**src/rtl/led_flow_gen.sv**
```systemverilog
// LED pattern sequencer: rotate / ping-pong / bar / blink, button run-pause toggle, step strobe.
// Define LED_FLOW_DEBOUNCE_EN to debounce the synchronised button for DEB_CYC cycles.
module led_flow_gen #(
    parameter int unsigned LED_N     = 8,
    parameter int unsigned TICK_BASE = 1000,
    parameter int unsigned CNT_W     = 25,
    parameter int unsigned DEB_CYC   = 16
) (
    input  logic             clk,
    input  logic             rst_n,
    input  logic             button,
    input  logic [1:0]       freq_set,
    input  logic             dir_set,
    input  logic [1:0]       mode,
    output logic [LED_N-1:0] led,
    output logic             running,
    output logic             step
);

    localparam int unsigned LVL_W = $clog2(LED_N + 1);
    localparam logic [CNT_W-1:0] PM1_X1   = CNT_W'(TICK_BASE - 1);
    localparam logic [CNT_W-1:0] PM1_X10  = CNT_W'(10 * TICK_BASE - 1);
    localparam logic [CNT_W-1:0] PM1_X50  = CNT_W'(50 * TICK_BASE - 1);
    localparam logic [CNT_W-1:0] PM1_X200 = CNT_W'(200 * TICK_BASE - 1);

    localparam logic [1:0] MODE_ROT   = 2'b00;
    localparam logic [1:0] MODE_PP    = 2'b01;
    localparam logic [1:0] MODE_BAR   = 2'b10;
    localparam logic [1:0] MODE_BLINK = 2'b11;

    if (LED_N < 2 || LED_N > 32 || DEB_CYC < 1 || CNT_W < $clog2(200 * TICK_BASE)) begin : g_param_check
        $error("led_flow_gen: illegal parameter set");
    end

    typedef enum logic {DIR_UP, DIR_DN} dir_t;

    logic sync1, sync2, prev, btn_lvl, btn_rise;

    // Button synchroniser and edge register
    always_ff @(posedge clk) begin
        if (!rst_n) begin
            sync1 <= 1'b0;
            sync2 <= 1'b0;
            prev  <= 1'b0;
        end else begin
            sync1 <= button;
            sync2 <= sync1;
            prev  <= btn_lvl;
        end
    end

`ifdef LED_FLOW_DEBOUNCE_EN
    localparam int unsigned DEB_W = $clog2(DEB_CYC + 1);
    logic [DEB_W-1:0] deb_cnt;
    logic             deb_lvl;

    // Level only follows the synced input after DEB_CYC consecutive differing cycles
    always_ff @(posedge clk) begin
        if (!rst_n) begin
            deb_cnt <= '0;
            deb_lvl <= 1'b0;
        end else if (sync2 == deb_lvl) begin
            deb_cnt <= '0;
        end else if (deb_cnt == DEB_W'(DEB_CYC - 1)) begin
            deb_cnt <= '0;
            deb_lvl <= sync2;
        end else begin
            deb_cnt <= deb_cnt + DEB_W'(1);
        end
    end
    assign btn_lvl = deb_lvl;
`else
    assign btn_lvl = sync2;
`endif

    assign btn_rise = btn_lvl & ~prev;

    logic [CNT_W-1:0] cnt_q, cnt_d, period_m1;
    logic [LED_N-1:0] led_d;
    logic             running_d, step_d;
    logic [1:0]       mode_q, mode_d;
    dir_t             dir_q, dir_d;
    logic [LVL_W-1:0] level_q, level_d;

    always_ff @(posedge clk) begin
        if (!rst_n) begin
            cnt_q   <= '0;
            led     <= LED_N'(1);
            running <= 1'b0;
            step    <= 1'b0;
            mode_q  <= mode;
            dir_q   <= DIR_UP;
            level_q <= LVL_W'(1);
        end else begin
            cnt_q   <= cnt_d;
            led     <= led_d;
            running <= running_d;
            step    <= step_d;
            mode_q  <= mode_d;
            dir_q   <= dir_d;
            level_q <= level_d;
        end
    end

    always_comb begin
        cnt_d     = cnt_q;
        led_d     = led;
        running_d = running ^ btn_rise;
        step_d    = 1'b0;
        mode_d    = mode_q;
        dir_d     = dir_q;
        level_d   = level_q;

        unique case (freq_set)
            2'b00:   period_m1 = PM1_X1;
            2'b01:   period_m1 = PM1_X10;
            2'b10:   period_m1 = PM1_X50;
            default: period_m1 = PM1_X200;
        endcase

        // Mode change reloads the pattern and wins over a pending step
        if (mode != mode_q) begin
            mode_d  = mode;
            cnt_d   = '0;
            dir_d   = DIR_UP;
            level_d = LVL_W'(1);
            led_d   = (mode == MODE_BLINK) ? '0 : LED_N'(1);
        end else if (running) begin
            if (cnt_q >= period_m1) begin
                cnt_d  = '0;
                step_d = 1'b1;
                unique case (mode_q)
                    MODE_ROT: begin
                        if (dir_set) led_d = {led[LED_N-2:0], led[LED_N-1]};
                        else         led_d = {led[0], led[LED_N-1:1]};
                    end
                    MODE_PP: begin
                        if (dir_q == DIR_UP) begin
                            if (led[LED_N-1]) begin
                                dir_d = DIR_DN;
                                led_d = led >> 1;
                            end else begin
                                led_d = led << 1;
                            end
                        end else begin
                            if (led[0]) begin
                                dir_d = DIR_UP;
                                led_d = led << 1;
                            end else begin
                                led_d = led >> 1;
                            end
                        end
                    end
                    MODE_BAR: begin
                        if (dir_q == DIR_UP) begin
                            if (level_q == LVL_W'(LED_N)) begin
                                dir_d   = DIR_DN;
                                level_d = level_q - LVL_W'(1);
                            end else begin
                                level_d = level_q + LVL_W'(1);
                            end
                        end else begin
                            if (level_q == LVL_W'(1)) begin
                                dir_d   = DIR_UP;
                                level_d = level_q + LVL_W'(1);
                            end else begin
                                level_d = level_q - LVL_W'(1);
                            end
                        end
                        led_d = ~({LED_N{1'b1}} << level_d);
                    end
                    default: led_d = ~led;
                endcase
            end else begin
                cnt_d = cnt_q + CNT_W'(1);
            end
        end
    end

endmodule
```
**config.mk**
```make
export PLATFORM = sky130hd
export DESIGN_NAME = led_flow_gen
export DESIGN_NICKNAME = d
export VERILOG_FILES = /design/src/rtl/led_flow_gen.sv
export SDC_FILE = /design/constraint.sdc
export NUM_CORES = 1
export LEC_CHECK = 0
export BUFFER_PORTS_ARGS = -buffer_cell sky130_fd_sc_hd__buf_4
export CORE_MARGIN = 2
export CORE_UTILIZATION = 28
export DETAILED_ROUTE_END_ITERATION = 6
export PLACE_DENSITY = 0.55
export SETUP_SLACK_MARGIN = 0.05
export SYNTH_ARGS = -nofsm -noshare
export SYNTH_HDL_FRONTEND = slang
export SYNTH_SLANG_ARGS = --single-unit
```
**constraint.sdc**
```tcl
create_clock -name clk -period 3.51 [get_ports clk]
set_clock_uncertainty 0.2 [all_clocks]
set_input_delay 0.702 -clock clk [delete_from_list [all_inputs] [get_ports clk]]
set_output_delay 0.702 -clock clk [all_outputs]
set_load 0.01 [all_outputs]
```
Yosys cells after proc, flatten, opt, wreduce, memory -nomap -nowiden

Index checks and enable logic that the tools add are counted.

Word-level logic and storage cells: 69
Bits of input ports: 8
Output and inout bits: 10
Flip-flop bits (word level): 45

$lt $le $gt $ge: 1
Bitwise gates (word level): 7
Add/subtract/negate cells: 3
Reductions and logical operators: 10
Equality and inequality tests: 9
Shift operators: 1
Mux-type cells: 28

Operator list:

| operator              | number |
|---|---|
| $mux 8                | 7 |
| $pmux 18 s3           | 1 |
| $mux 4                | 7 |
| $add 25x1->25 const B | 1 |
| $ge 25x25->1          | 1 |
| $mux 25               | 1 |
| $pmux 8 s3            | 1 |
| $not 8->8             | 2 |
| $mux 1                | 8 |
| $shl 8x4->8 const A   | 1 |
| $eq 2x2->1 const B    | 3 |
| $reduce_and 3->1      | 2 |
| $reduce_bool 2->1     | 3 |
| $add 4x1->4 const B   | 1 |
| $eq 2x1->1 const B    | 2 |
| $eq 4x1->1 const B    | 1 |
| $eq 4x4->1 const B    | 1 |
| $logic_not 2->1       | 2 |
| $mux 2                | 2 |
| $sub 4x1->4 const B   | 1 |
| $not 1->1             | 3 |
| $reduce_or 3->1       | 1 |
| $ne 2x1->1 const B    | 1 |
| $ne 2x2->1            | 1 |
| 5 further kinds       | 5 |

Longest topological paths before layout

Gate-level depths: netlist of the first run.

Depth in word-level cells: 13
Depth in mapped cells: 11

Worst setup path after synthesis of the first run

OpenSTA, ideal clock, no wires.

Path kind: input to register
Start: input port freq_set[0]
End: register led[7]
Stages: 10
Data required time: 3.194 ns
Arrival time: 2.815 ns
Library setup time: 0.116 ns
Path slack: 0.378 ns
Cell sequence: inv_1 -> ha_1 -> ha_1 -> and3_1 -> or3b_1 -> a211o_1 -> a31oi_4 -> buf_4 -> o211ai_1 -> o211a_1

Cells in the longest elaborated chain, start to end: 5

RTL lines:

| what                                     | RTL line | RTL |
|---|---|---|
| from (decl)                              | 12       | `input logic [1:0] freq_set,` |
| $eq 2x2->1, or another cell as far along | 114      | `unique case (freq_set)` |
| $pmux 18 s3 (*)                          | 114      |  |
| $ge 25x25->1 (*)                         | 129      | `if (cnt_q >= period_m1) begin` |
| $reduce_bool 2->1 (no line) (*)          | n/a      |  |
| $reduce_and 2->1 (no line) (*)           | n/a      |  |
| to (signal assigned)                     | 96       | `led <= led_d;` |
| to (decl)                                | 15       | `output logic [LED_N-1:0] led,` |

Mark *: on every way between the ends. The rest lies on a longest branch, timed or not.
A chain may end at the register's enable or synchronous reset.

Final worst setup path of the first run

Start: input port freq_set[0]
End: register led[3]

Same word-level chain as after synthesis.

==> results.md, run 1 <==
* Post-Syn Area at 0.002914 mm2
* Number of global-route vias before repair at 2,336
* Setup Crit Path Kind: input pin to flip-flop
* CP Data Arrival Time at 3.12 ns
* Dpl cells at 495
* Initial core utilization at 28.48%
* Die Height at 106.0 um
* Max Slew Vio Count at 0
* Clock Sinks at 45
* Final setup margin at 0.3572 ns
* Area fraction of the dominant cell type after synthesis at 29.54%
* Final Hold Viols at 0
* CTS Buffer Depth at 2
* Unrepaired setup endpoints after global routing: false
* Vias per inst at 5.038
* Distinct cells, synth at 55
* Most frequent cells in the layout: dfxtp_1, nor2_1, nand2_1
* Nets@finish at 400
* Drt wl/cell at 13.03 um
* First-pass GRT wire length at 11.12 mm
* Min-delay worst type: flip-flop to flip-flop
* Post-route clock period utilization at 89.82%
* Layout fillers at 1,075
* Net Sw Frac at 25.50%
* CTS tree: built
* Detailed placement HPWL at 4.780 mm
* Final ANT Viol Nets at 0
* Ys Warns at 0
* Reg area at 920.9 um2
* P per Cell Area at 285.5 mW/mm2
* DRC at 0
* Share of layout cells above drive strength 1 at 10.35%
* Post-CTS Setup Inserts at 0
* I/O Buffers at 17
* Die W at 106.0 um
* Setup tns final at 0 ns
* Pin count of the biggest net entering global routing at 22
* Die area at 0.01124 mm2
* Gate Count Post-Synth at 348
* Yosys reg bits at 45
* H-Tree Depth at 2
* Post-Syn Nets at 382
* Post-synth EDFFs at 2
* Slew HR at 62.17%
* Initial antenna violation count at 0
* Num CTS Buffers at 5
* Area leader, netlist: dfxtp_1
* Finish-stage setup viols at 0
* Clock Latency Late Sink at 0.30 ns
* Synth area leaders: dfxtp_1, ha_1, nor2_1
* Clk slew on worst S/H paths at 0.08 ns
* Finished Layout Cells at 503
* Initial DRC Count at 103
* Max Freq at 0.3172 GHz
* Worst Path Required at 3.48 ns
* CTS Root Buffer Type: clkbuf_8
* Ys async rst share at 0%
* Via count at 2,534
* Gr ovfl total at 0
* Dpl ws at 0.04345 ns
* P_sw at 0.0002403 W
* Commonest non-fill, non-tap cell in the layout: dfxtp_1
* Post-synthesis sequential area ratio at 31.60%
* Post-CTS Hold Fix Bufs at 0
* Row count at 37
* Mean Syn Cell Area at 8.374 um2
* Most used DFF post-synth: dfxtp_1
* Maximum VDD drop at 125.8 uV
* Crit end category: flip-flop
* Final worst path period need at 3.153 ns
* Worst-Margin Slew at 0.5668 ns
* Post-CTS Resized at 0
* CP Max Fanout at 13
* MaxCap Viol Count at 0
* RePlAce Congestion at 0.8019
* Startpoint type of the worst setup path: input pin
* P&R area growth vs syn at 13.27%
* Hold path depth at 1
* LEAKAGE at 1.302 nW
* Comb pwr share at 11.2%
* Int Power at 0.0007021 W
* Status: completed
* Total GRT Usage at 11.92%
* Core area at 0.01023 mm2
* Sequential Power Share at 55.7%
* Pre-antenna DRT Iters at 4
* Area of the multi-input gates at 0.001869 mm2
* R2r worst-path depth at 7
* Clock share of power at 33.2%
* Io pins at 18
* N_diodes at 0
* DRT Wirelength at 6.554 mm
## power by group through the flow
stage	combinational, W	clock, W	sequential (W)
after floorplan	0.0000700	0	0.000536
after global placement	0.000104	0	0.000537
after detailed placement	0.000104	0	0.000537
after CTS	0.000105	0.000329	0.000525
after global routing	0.000117	0.000350	0.000526
final	0.000105	0.000312	0.000525
## metal layers
metal | vias up | share of wire (%) | track usage (%)
met5 | - | 0 | 0
met4 | 0 | 1.6 | 3.947
met3 | 9 | 4.0 | 2.330
met2 | 55 | 45 | 18.66
met1 | 1181 | 49 | 16.41
li1 | 1289 | - | -
## worst max-delay path: stages
cell     delay [ns]
buf_4          0.13
inv_1          0.12
ha_1           0.25
ha_1           0.27
and3_1         0.15
or3b_1         0.37
a211o_1        0.38
a31oi_4        0.43
mux2i_1        0.24
a21oi_1        0.08
## registers in the layout, indices dropped and copies added, names as in the netlist, 2 cells and up
name,count
level_q,4
led,8
mode_q,2
cnt_q,25
## cells in the mapped netlist, types with 2 or more instances
cell type and n:
a21boi_0 2, a22o_1 4, a21oi_1 18, xnor2_1 15, nand3b_1 2, nand2b_1 4, or2_2 2, nor4_1 3
a221oi_1 4, a21o_1 5, a31oi_1 3, clkbuf_1 10, nor2_1 37, o211ai_1 4, xor2_1 11, and2_1 8
nor3_1 5, dfxtp_1 43, mux2i_1 2, o31ai_1 4, mux2_2 3, a211oi_1 9, nand4_1 8, nand2_1 30
inv_1 18, edfxtp_1 2, and3_1 11, o21ai_0 9, a32o_1 2, nand3_1 13, ha_1 26, o22ai_1 4
nor2b_1 4, buf_4 2
## stage by stage
stage	total power [W]	utilization [%]	hold WS [ns]	area, um2
2_1_floorplan	0.0006060	-	0.2118	2914
3_3_place_gp	0.0006409	31.44	0.2295	3217
3_5_place_dp	0.0006416	31.44	0.2192	3217
4_1_cts	0.0009594	32.26	0.2490	3301
5_1_grt	0.0009940	32.26	0.2816	3301
6_report	0.0009424	32.26	0.2456	3301
## logic make-up (layout without fill, tap and decap cells)
family | count (synthesis) | after routing | share of synthesized area (%)
AOI/OAI and AO/OA | 83 | 83 | 20.95
muxes | 5 | 5 | 1.846
and+or+nand+nor | 132 | 132 | 22.37
adders and majority gates | 26 | 26 | 11.16
buffers and inverters | 31 | 50 | 4.250
DFF | 45 | 45 | 31.60
xor gates and xnor gates | 26 | 26 | 7.815
## cell type report
type                    instances  area share, %
inverters                      19          2.161
multi-input cells             272          56.63
clock buffers                   7          2.312
well taps                     136          5.155
clock inverters                 1         0.2274
repair buffers                 23          5.610
flip-flops and latches         45          27.90
## worst paths after layout
path | from | endpoint | slack [ns]
worst min-delay path | sync1$_SDFF_PN0_ | btn_lvl$_SDFF_PN0_ | 0.25
worst max-delay path | freq_set[0] | led[3]$_SDFFE_PN0P_ | 0.36
worst max register to register | cnt_q[6]$_SDFFE_PP0P_ | led[3]$_SDFFE_PN0P_ | 0.84
worst min register to register | sync1$_SDFF_PN0_ | btn_lvl$_SDFF_PN0_ | 0.25
(Power assumes the default switching activity.)
==> run 2: changes to the inputs <==
==> constraint.sdc (replaced) <==
create_clock -name clk -period 3.51 [get_ports clk]
set_clock_uncertainty 0.2 [all_clocks]
set_input_delay 0 -clock clk [delete_from_list [all_inputs] [get_ports clk]]
set_output_delay 0 -clock clk [all_outputs]
set_load 0.01 [all_outputs]
==> run 2 against run 1 <==
- core utilization up 0.35 points
- via count down 1.8%
- routed wire length up 1.8%
- power up 2.8%
- highest routed layer unchanged
==> results.md, run 2 (synthesis results as in run 1) <==
* Final setup margin at 0.7901 ns
* Unrepaired setup endpoints after global routing: false
* Drt wl/cell at 13.16 um
* Worst Hold Launch: dir_set
* CTS Buffer Depth at 2
* Min-delay worst type: input pin to flip-flop
* Final ANT Viol Nets at 0
* Worst Path Required at 3.53 ns
* Initial antenna violation count at 0
* Worst-Margin Slew at 0.5810 ns
* Clk slew on worst S/H paths at 0.09 ns
* Num CTS Buffers at 5
* CP Max Fanout at 15
* Startpoint type of the worst setup path: flip-flop
* Post-CTS Hold Fix Bufs at 5
* Final worst path period need at 2.720 ns
* Share of layout cells above drive strength 1 at 10.51%
* P per Cell Area at 290.2 mW/mm2
* Max Freq at 0.3677 GHz
* Dpl ws at 0.6862 ns
* Io pins at 18
* Commonest non-fill, non-tap cell in the layout: dfxtp_1
* Total Power at 0.0009685 W
* Largest register FFs at 25
* Number of global-route vias before repair at 2,367
* Detailed placement HPWL at 4.861 mm
* MaxCap Viol Count at 0
* Gr ovfl total at 0
* P&R area growth vs syn at 14.51%
* Row count at 37
* Post-route clock period utilization at 77.49%
* H-Tree Depth at 2
* Pre-antenna DRT Iters at 5
* First-pass GRT wire length at 11.61 mm
* Initial core utilization at 28.48%
* Most frequent cells in the layout: dfxtp_1, nor2_1, nand2_1
* Die area at 0.01124 mm2
* Die Height at 106.0 um
* Clock Sinks at 45
* Nets@finish at 404
* CP startpoint: cnt_q[6]$_SDFFE_PP0P_
* Total GRT Usage at 12.51%
* Maximum VDD drop at 123.4 uV
* Setup tns final at 0 ns
* Initial DRC Count at 105
* LEAKAGE at 1.319 nW
* Finish-stage setup viols at 0
* CTS Root Buffer Type: clkbuf_8
* Vias per inst at 4.907
* Via count at 2,488
* Post-CTS Setup Inserts at 0
* CP Data Arrival Time at 2.74 ns
* Reg-to-reg startpoint: cnt_q[6]$_SDFFE_PP0P_
* Final Hold Viols at 0
* Max Slew Vio Count at 0
* DRC at 0
* Die W at 106.0 um
* Crit end category: flip-flop
* Layout fillers at 1,075
* Clock Latency Late Sink at 0.31 ns
* DRT Wirelength at 6.673 mm
* N_diodes at 0
* Top reg by flops: cnt_q
* Post-CTS Resized at 0
* Pin count of the biggest net entering global routing at 22
* Setup Crit Path Kind: flip-flop to flip-flop
* RePlAce Congestion at 0.8399
* CTS tree: built
* Largest registers: cnt_q (25), led (8), level_q (4)
* Slew HR at 61.27%
* Status: completed
* Core area at 0.01023 mm2
* I/O Buffers at 17
==> run 2: cell types whose count changed in the layout (fill, tap and decap cells not counted) <==
| cell | delta |
|---|---|
| clkbuf_1 | -2 |
| dlygate4sd3_1 | +5 |
| inv_6 | +1 |
| clkinv_2 | +1 |
| buf_12 | -1 |
==> run 2: layout make-up <==
type | instances | area (um2) | area share, %
tap | 136 | 170.2 | 5.099
multi-input combinational | 272 | 1869 | 56.02
clock inverter | 3 | 21.27 | 0.6374
clock buffer | 5 | 68.82 | 2.062
timing repair buffer | 27 | 215.2 | 6.449
inverter | 19 | 71.32 | 2.137
sequential | 45 | 920.9 | 27.60
==> run 2: routing by layer <==
layer	GRT usage, %	share of wire [%]	vias to the layer above
li1	-	-	1293
met1	17.54	51	1149
met2	19.91	45	39
met3	2.023	3.2	7
met4	3.383	1.1	0
met5	0	0	-
==> run 2: final timing paths <==
kind | endpoint | slack (ns) | depth (start not counted)
setup / recovery | led[6]$_SDFFE_PN0P_ | 0.79 | 7
hold / removal | led[1]$_SDFFE_PN0P_ | 0.08 | 5
setup reg to reg | led[6]$_SDFFE_PN0P_ | 0.79 | 7
hold reg to reg | btn_lvl$_SDFF_PN0_ | 0.26 | 1
==> run 2: power by group <==
group          total (W)  switching [W]  internal [W]
sequential      0.000525     0.00000594      0.000519
clock           0.000335       0.000194      0.000142
combinational   0.000108      0.0000637     0.0000444
==> run 2: stage by stage <==
step / instances / utilization [%] / hold slack, ns / cell area, um2
finish: 507 / 32.62 / 0.08096 / 3337
global route: 507 / 32.62 / 0.1263 / 3337
CTS: 507 / 32.62 / 0.07925 / 3337
detailed placement: 494 / 31.25 / 0.01088 / 3197
global placement: 494 / 31.25 / 0.009925 / 3197
floorplan: 348 / - / -0.1011 / 2914
==> run 2: worst max-delay path: stages (launching register included) <==
cell and delay, ns:
dfxtp_1 0.36, ha_1 0.31, and3_1 0.17, or3b_1 0.37, a211o_1 0.39, a31oi_4 0.44, nand2_1 0.19, o22ai_1 0.20
